[src/rtl/icache_axi_rd_bridge.sv]
// Read-only AXI master for the icache miss port: one AR burst per request,
// R beats gathered into a 128-bit line and returned as a single ret_valid pulse.
module icache_axi_rd_bridge #(
    parameter logic [3:0] ARID_VAL = 4'd0
) (
    input  logic         clk,
    input  logic         resetn,
    // cache side
    input  logic         rd_req,
    input  logic [2:0]   rd_type,
    input  logic [31:0]  rd_addr,
    output logic         rd_rdy,
    output logic         ret_valid,
    output logic [127:0] ret_data,
    // AXI read address channel
    output logic [3:0]   arid,
    output logic [31:0]  araddr,
    output logic [7:0]   arlen,
    output logic [2:0]   arsize,
    output logic [1:0]   arburst,
    output logic [1:0]   arlock,
    output logic [3:0]   arcache,
    output logic [2:0]   arprot,
    output logic         arvalid,
    input  logic         arready,
    // AXI read data channel
    input  logic [3:0]   rid,
    input  logic [31:0]  rdata,
    input  logic [1:0]   rresp,
    input  logic         rlast,
    input  logic         rvalid,
    output logic         rready
);

    localparam int unsigned WORD_W = 32;
    localparam int unsigned LANES  = 4;
    localparam int unsigned CNT_W  = 2;

    localparam logic [2:0]       TYPE_LINE = 3'b100;
    localparam logic [7:0]       LEN_LINE  = 8'd3;
    localparam logic [7:0]       LEN_WORD  = 8'd0;
    localparam logic [CNT_W-1:0] CNT_MAX   = CNT_W'(LANES - 1);

    typedef enum logic [1:0] {
        S_IDLE = 2'd0,
        S_AR   = 2'd1,
        S_R    = 2'd2,
        S_RET  = 2'd3
    } state_t;

    state_t                         state;
    state_t                         state_nx;
    logic [CNT_W-1:0]               beat_cnt;
    logic [LANES-1:0][WORD_W-1:0]   line_q;
    logic                           ar_entry_c;
    logic                           beat_acc_c;
    logic                           unused_c;

    // Fixed AR attributes: 4-byte beats, INCR, normal non-cacheable access.
    assign arid     = ARID_VAL;
    assign arsize   = 3'b010;
    assign arburst  = 2'b01;
    assign arlock   = 2'b00;
    assign arcache  = 4'b0000;
    assign arprot   = 3'b000;
    assign ret_data = line_q;

    // rid and rresp are deliberately not checked; data is returned as received.
    assign unused_c = ^{rid, rresp};

    assign ar_entry_c = (state == S_IDLE) & rd_req;
    assign beat_acc_c = (state == S_R) & rvalid & rready;

    // Next-state logic.
    always_comb begin
        state_nx = state;
        case (state)
            S_IDLE:  if (rd_req)                   state_nx = S_AR;
            S_AR:    if (arvalid & arready)        state_nx = S_R;
            S_R:     if (beat_acc_c & rlast)       state_nx = S_RET;
            S_RET:                                 state_nx = S_IDLE;
            default:                               state_nx = S_IDLE;
        endcase
    end

    // State, registered handshake outputs, AR fields and line buffer.
    always_ff @(posedge clk or negedge resetn) begin
        if (!resetn) begin
            state     <= S_IDLE;
            rd_rdy    <= 1'b1;
            arvalid   <= 1'b0;
            rready    <= 1'b0;
            ret_valid <= 1'b0;
            araddr    <= '0;
            arlen     <= '0;
            beat_cnt  <= '0;
            line_q    <= '0;
        end else begin
            state     <= state_nx;
            rd_rdy    <= (state_nx == S_IDLE);
            arvalid   <= (state_nx == S_AR);
            rready    <= (state_nx == S_R);
            ret_valid <= (state_nx == S_RET);

            if (ar_entry_c) begin
                araddr   <= rd_addr;
                arlen    <= (rd_type == TYPE_LINE) ? LEN_LINE : LEN_WORD;
                beat_cnt <= '0;
                line_q   <= '0;
            end

            // Beats past the fourth keep landing in the top lane.
            if (beat_acc_c) begin
                line_q[beat_cnt] <= rdata;
                if (beat_cnt != CNT_MAX) begin
                    beat_cnt <= beat_cnt + CNT_W'(1);
                end
            end
        end
    end

endmodule

[config.mk]
export PLATFORM = sky130hd
export DESIGN_NAME = icache_axi_rd_bridge
export DESIGN_NICKNAME = d
export VERILOG_FILES = /design/src/rtl/icache_axi_rd_bridge.sv
export SDC_FILE = /design/constraint.sdc
export NUM_CORES = 1
export LEC_CHECK = 0
export CORE_MARGIN = 4
export CORE_UTILIZATION = 35
export CTS_BUF_LIST = sky130_fd_sc_hd__clkbuf_16
export DETAILED_ROUTE_END_ITERATION = 8
export PLACE_DENSITY = 0.72
export SLEW_MARGIN = 20
export SYNTH_ARGS = -nofsm -noshare
export SYNTH_HDL_FRONTEND = slang
export SYNTH_SLANG_ARGS = --single-unit
[constraint.sdc]
create_clock -name clk -period 2 [get_ports clk]
set_input_delay 0.3 -clock clk [delete_from_list [all_inputs] [get_ports clk]]
set_output_delay 0.3 -clock clk [all_outputs]
set_load 0.05 [all_outputs]
Word level (Yosys, flattened, before mapping). Cells that the tools add are included.

Bits of input ports: 79. Register bits after elaboration: 176. Latch bits: 0. Memories: 0. RAM bits: 0. Output and inout port bits: 190. Memory bits (read-only): 0.

Add/sub/neg operators: 1. Div/mod/pow operators: 0. Reduce and logical (&&, ||, !) cells: 3. $lt $le $gt $ge: 2. Shift-type cells: 0. Muxes and demuxes: 13. $mul: 0. Equal/unequal tests: 8. Bitwise operators: 5.

Operators with widths (number): 128-bit two-way mux (2); 128-bit bitwise mux (1); 32-bit demux with 2-bit select (1); 32-bit two-way mux (1); 2-bit two-way mux (7); 2-bit == test (second input constant) (4); 2-bit case mux with 4 select lines (1); 1-bit AND (5); 2-bit by 1-bit == test with 1-bit output (second input constant) (2); 2-bit logical NOT (2); 3-bit == test (second input constant) (1); 2-bit by 3-bit < comparator with 1-bit output (second input constant) (1); 2-bit by 1-bit adder with 2-bit output (second input constant) (1); 2-bit by 1-bit >= comparator with 1-bit output (second input constant) (1); 2-bit inequality test (second input constant) (1); 1-bit logical AND (1).

Longest topological paths before layout.
Word-level depth: 7. Mapped depth: 6. Gate-level depth less buffers: 4.

Least setup slack after synthesis. No wires, ideal clock.

Path type: reg-to-reg. Start: register rready. End: register line_q, in the netlist ret_data[102]. Library setup time: 134 ps. Path slack: 365 ps. Required time: 1866 ps. Arrival: 1501 ps. Period minus slack after synthesis: 1635 ps. Stages on the path, launching flop included: 6. Cells stage by stage: dfrtp_1 and4b_1 buf_2 and2_1 clkbuf_1 o21ai_0.

Word-level cells in the longest chain between the ends: 2.

RTL lines: start, declared (RTL line 32) `output logic rready`; start signal, assigned (RTL line 102) `rready <= (state_nx == S_R);`; 1-bit AND (RTL line 72) `assign beat_acc_c = (state == S_R) & rvalid & rready;`; 128-bit two-way mux (RTL line 113) `if (beat_acc_c) begin`; end signal, assigned by index (RTL line 114) `line_q[beat_cnt] <= rdata;`; end, declared (RTL line 54) `logic [LANES-1:0][WORD_W-1:0] line_q;`.

Every way passes these cells. A chain may end at the register's enable or synchronous reset.

Worst setup path after layout.
Start: register line_q, in the netlist ret_data[60]. End: output port ret_data[60].

RTL lines: end, declared (RTL line 14) `output logic [127:0] ret_data,`.

No word-level cell between the ends.

==> metrics.md <==
| Metric | Value |
|---|---|
| Asr flop ratio synth | 1.00 |
| Via density | between 4 and 5 |
| Antenna Cells | 0 |
| CTS tree | yes |
| Synth area leader | dfrtp_1 |
| Die X | 150 um |
| First-pass GRT wire length | 33900 um |
| Mapped cell area | 0.00710 mm^2 |
| Family with the most delay on the worst path | buffers and inverters |
| RSZ-0062 raised after global routing | no |
| Clock slew at reported path FFs | around 0.070 ns |
| Skew-Pair Late Insertion Delay | 0.42 ns |
| Slew HR | 0.616 |
| Worst setup EP type | output pin |
| Worst path slowest cell | clkdlybuf4s50_1 |
| Yosys reg bits | 169 |
| Sequential cell area | 0.00423 mm^2 |
| VDD IR max | 673 uV |
| Fmax | a little over 500 MHz |
| Nets | 1014 |
| Synth top cells by count | dfrtp_1 (168), nand2_1 (133), nand3_1 (129) |
| Final hold violation count | 0 |
| Final ANT Viol Nets | 0 |
| CP Launch Point | ret_data[60] |
| TritonCTS Buffers | 17 |
| Tot Pwr | ~12 mW |
| Antenna violations before repair | 0 |
| Worst hold path class | in2async |
| Number of port buffers | ~240 |
| Synth top area share | 0.592 |
| Core Area | around 0.020 mm^2 |
| Rows | 51 |
| Period Utilization, post-route | 0.963 |
| Mean Syn Cell Area | 10.1 um^2 |
| Power Density | 1190 mW/mm^2 |
| IO Pins | 269 |
| Initial drt markers | 246 |
| Die ar. | 0.0226 mm^2 |
| CP Launch Type | register |
| Maxcap violations | 0 |
| Area Overhead vs Synth | 47.5% |
| Leak | 4.41 nW |
| Prevailing post-synth register cell | dfrtp_1 |
| # fillers | 1750 |
| Worst clock skew | 0.0144 ns |
| CP Class | reg2out |
| CP Cell Sequence | clkdlybuf4s50_1 |
| Ys Warns | 0 |
| Drt first pass iters | 4 |
| Final min period | 1.93 ns |
| Gpl congestion | 0.793 |
| Critical Path AT | 1.63 ns |
| Synth area leaders | dfrtp_1 (59%), nand3_1 (9.1%), o21ai_0 (8.6%) |
| Largest net degree at the start of global routing | 67 |
| Setup bufs post-CTS | 0 |
| FF-to-FF path depth | 4 |
| Chip Height | 150 um |
| Worst EP required | 1.70 ns |
| Reg2reg setup slack | approximately 0.37 ns |
| Post-synth EDFFs | 0 |
| Share of layout cells above drive strength 1 | 0.108 |
| DRC | 0 |
| Average wire per standard cell | 18.0 um |
| CTS root buf | clkbuf_16 |
| Worst Max-Slew Pin Slew | 0.574 ns |
| Crit. path cell count | 1 |
| Max clock buf depth | 2 |
| Setup-failing EPs final | 0 |
| Final slew viol count | 0 |
| Clock tree sinks | around 170 |
| Synth unique cells | 29 |
| Dpl hpwl | roughly 15000 um |
| Critical R2R Launch | state[0] |
| Vias in the first global route | 6015 |
| Final wirelength | 21700 um |
| DR vias | 6013 |
| GRT Util Overall | 0.192 |
| Area of the multi-input gates | 0.00249 mm^2 |
| CP max stage delay | between 0.8 and 0.9 ns |
| R2R Path End | ret_data[106] |
| Mapped Cells | between 700 and 800 |
| Initial core utilization | 0.360 |
| Total grt overflow | 0 |
| WP buf/inv | 1 |
| Status | completed |
| Crit-path max FO | 2 |
| Count leader, synth | dfrtp_1 |
| Sequential area share after synthesis | 0.596 |
| Clock H-tree levels | 4 |
| Setup tns final | 0 ns |
| CP Capture Point | ret_data[60] |
## cells in the final DEF, fill, tap and decap left out, drive strengths merged, types with 4 or more instances in the layout
cell | netlist | final
clkdlybuf4s50 | 0 | 234
dfrtp | 168 | 168
nand2 | 133 | 133
o21ai | 130 | 130
nand3 | 129 | 129
buf | 47 | 34
mux2 | 32 | 32
conb | 2 | 24
clkbuf | 39 | 17
inv | 3 | 6
clkinv | 0 | 5
and2 | 4 | 4
ha | 4 | 4
bufinv | 0 | 4
## metrics by stage
| stage | util | hold WS [ns] | worst slack (ns) | cell area [um^2] | std cells |
|---|---|---|---|---|---|
| finish | 0.531 | 0.411 | 0.0749 | 10500 | 1209 |
| global route | 0.531 | 0.433 | 0.0161 | 10500 | 1209 |
| CTS | 0.531 | 0.420 | 0.0545 | 10500 | 1209 |
| detailed placement | 0.499 | 0.295 | 0.0664 | 9840 | 1176 |
| global placement | 0.499 | 0.291 | 0.0868 | 9840 | 1176 |
| floorplan | - | 0.00441 | 0.365 | 7180 | 728 |
## flip-flops by register name, summed over array words and instances (netlist names)
name       flops
state          2
rd_rdy         1
ret_data     128
araddr        32
beat_cnt       2
ret_valid      1
rready         1
arvalid        1
arlen          1
## layout make-up
class	instances	share of cell area
clock buffers	17	0.0406
multi-input cells	470	0.238
inverters	3	0.00108
well taps	265	0.0317
flip-flops and latches	169	0.404
clock inverters	15	0.0189
repair buffers	270	0.266
## how the worst min path moves through the flow
stage / from / endpoint / cells past startpoint
finish: resetn / ret_data[5] / 2
global route: resetn / ret_data[5] / 2
CTS: resetn / ret_data[5] / 2
detailed placement: resetn / ret_data[5] / 1
global placement: resetn / ret_data[5] / 1
floorplan: resetn / araddr[0] / 0
## repair_timing
item | in CTS | in global routing
endpoints found under the setup margin | 1 | 0
hold buffers | 1 | 0
endpoints found under the hold margin | 48 | 0
gates resized for setup | 1 | 0
## report_power, final
part,leakage (nW),switching (mW),internal [mW]
logic,1.84,3.04,1.75
clock network,0.293,1.39,2.10
registers,2.28,0.288,3.94
total,4.41,4.71,7.78
## per-layer routing
metal | up-vias | GRT usage | part of all wire
met1 | 2974 | 0.245 | 0.42
met2 | 228 | 0.316 | 0.48
met4 | 0 | 0.0430 | 0.012
met3 | 16 | 0.0656 | 0.090
li1 | 2795 | - | -
met5 | - | 0 | 0
## kinds of logic after synthesis
family,synth area share
DFF,0.596
muxes,0.0626
AOI/OAI and AO/OA,0.0934
adders and majority gates,0.00705
buffers and inverters,0.0668
and+or+nand+nor,0.173
other,0.00106
Note: power is estimated with default switching activity, not from simulation.
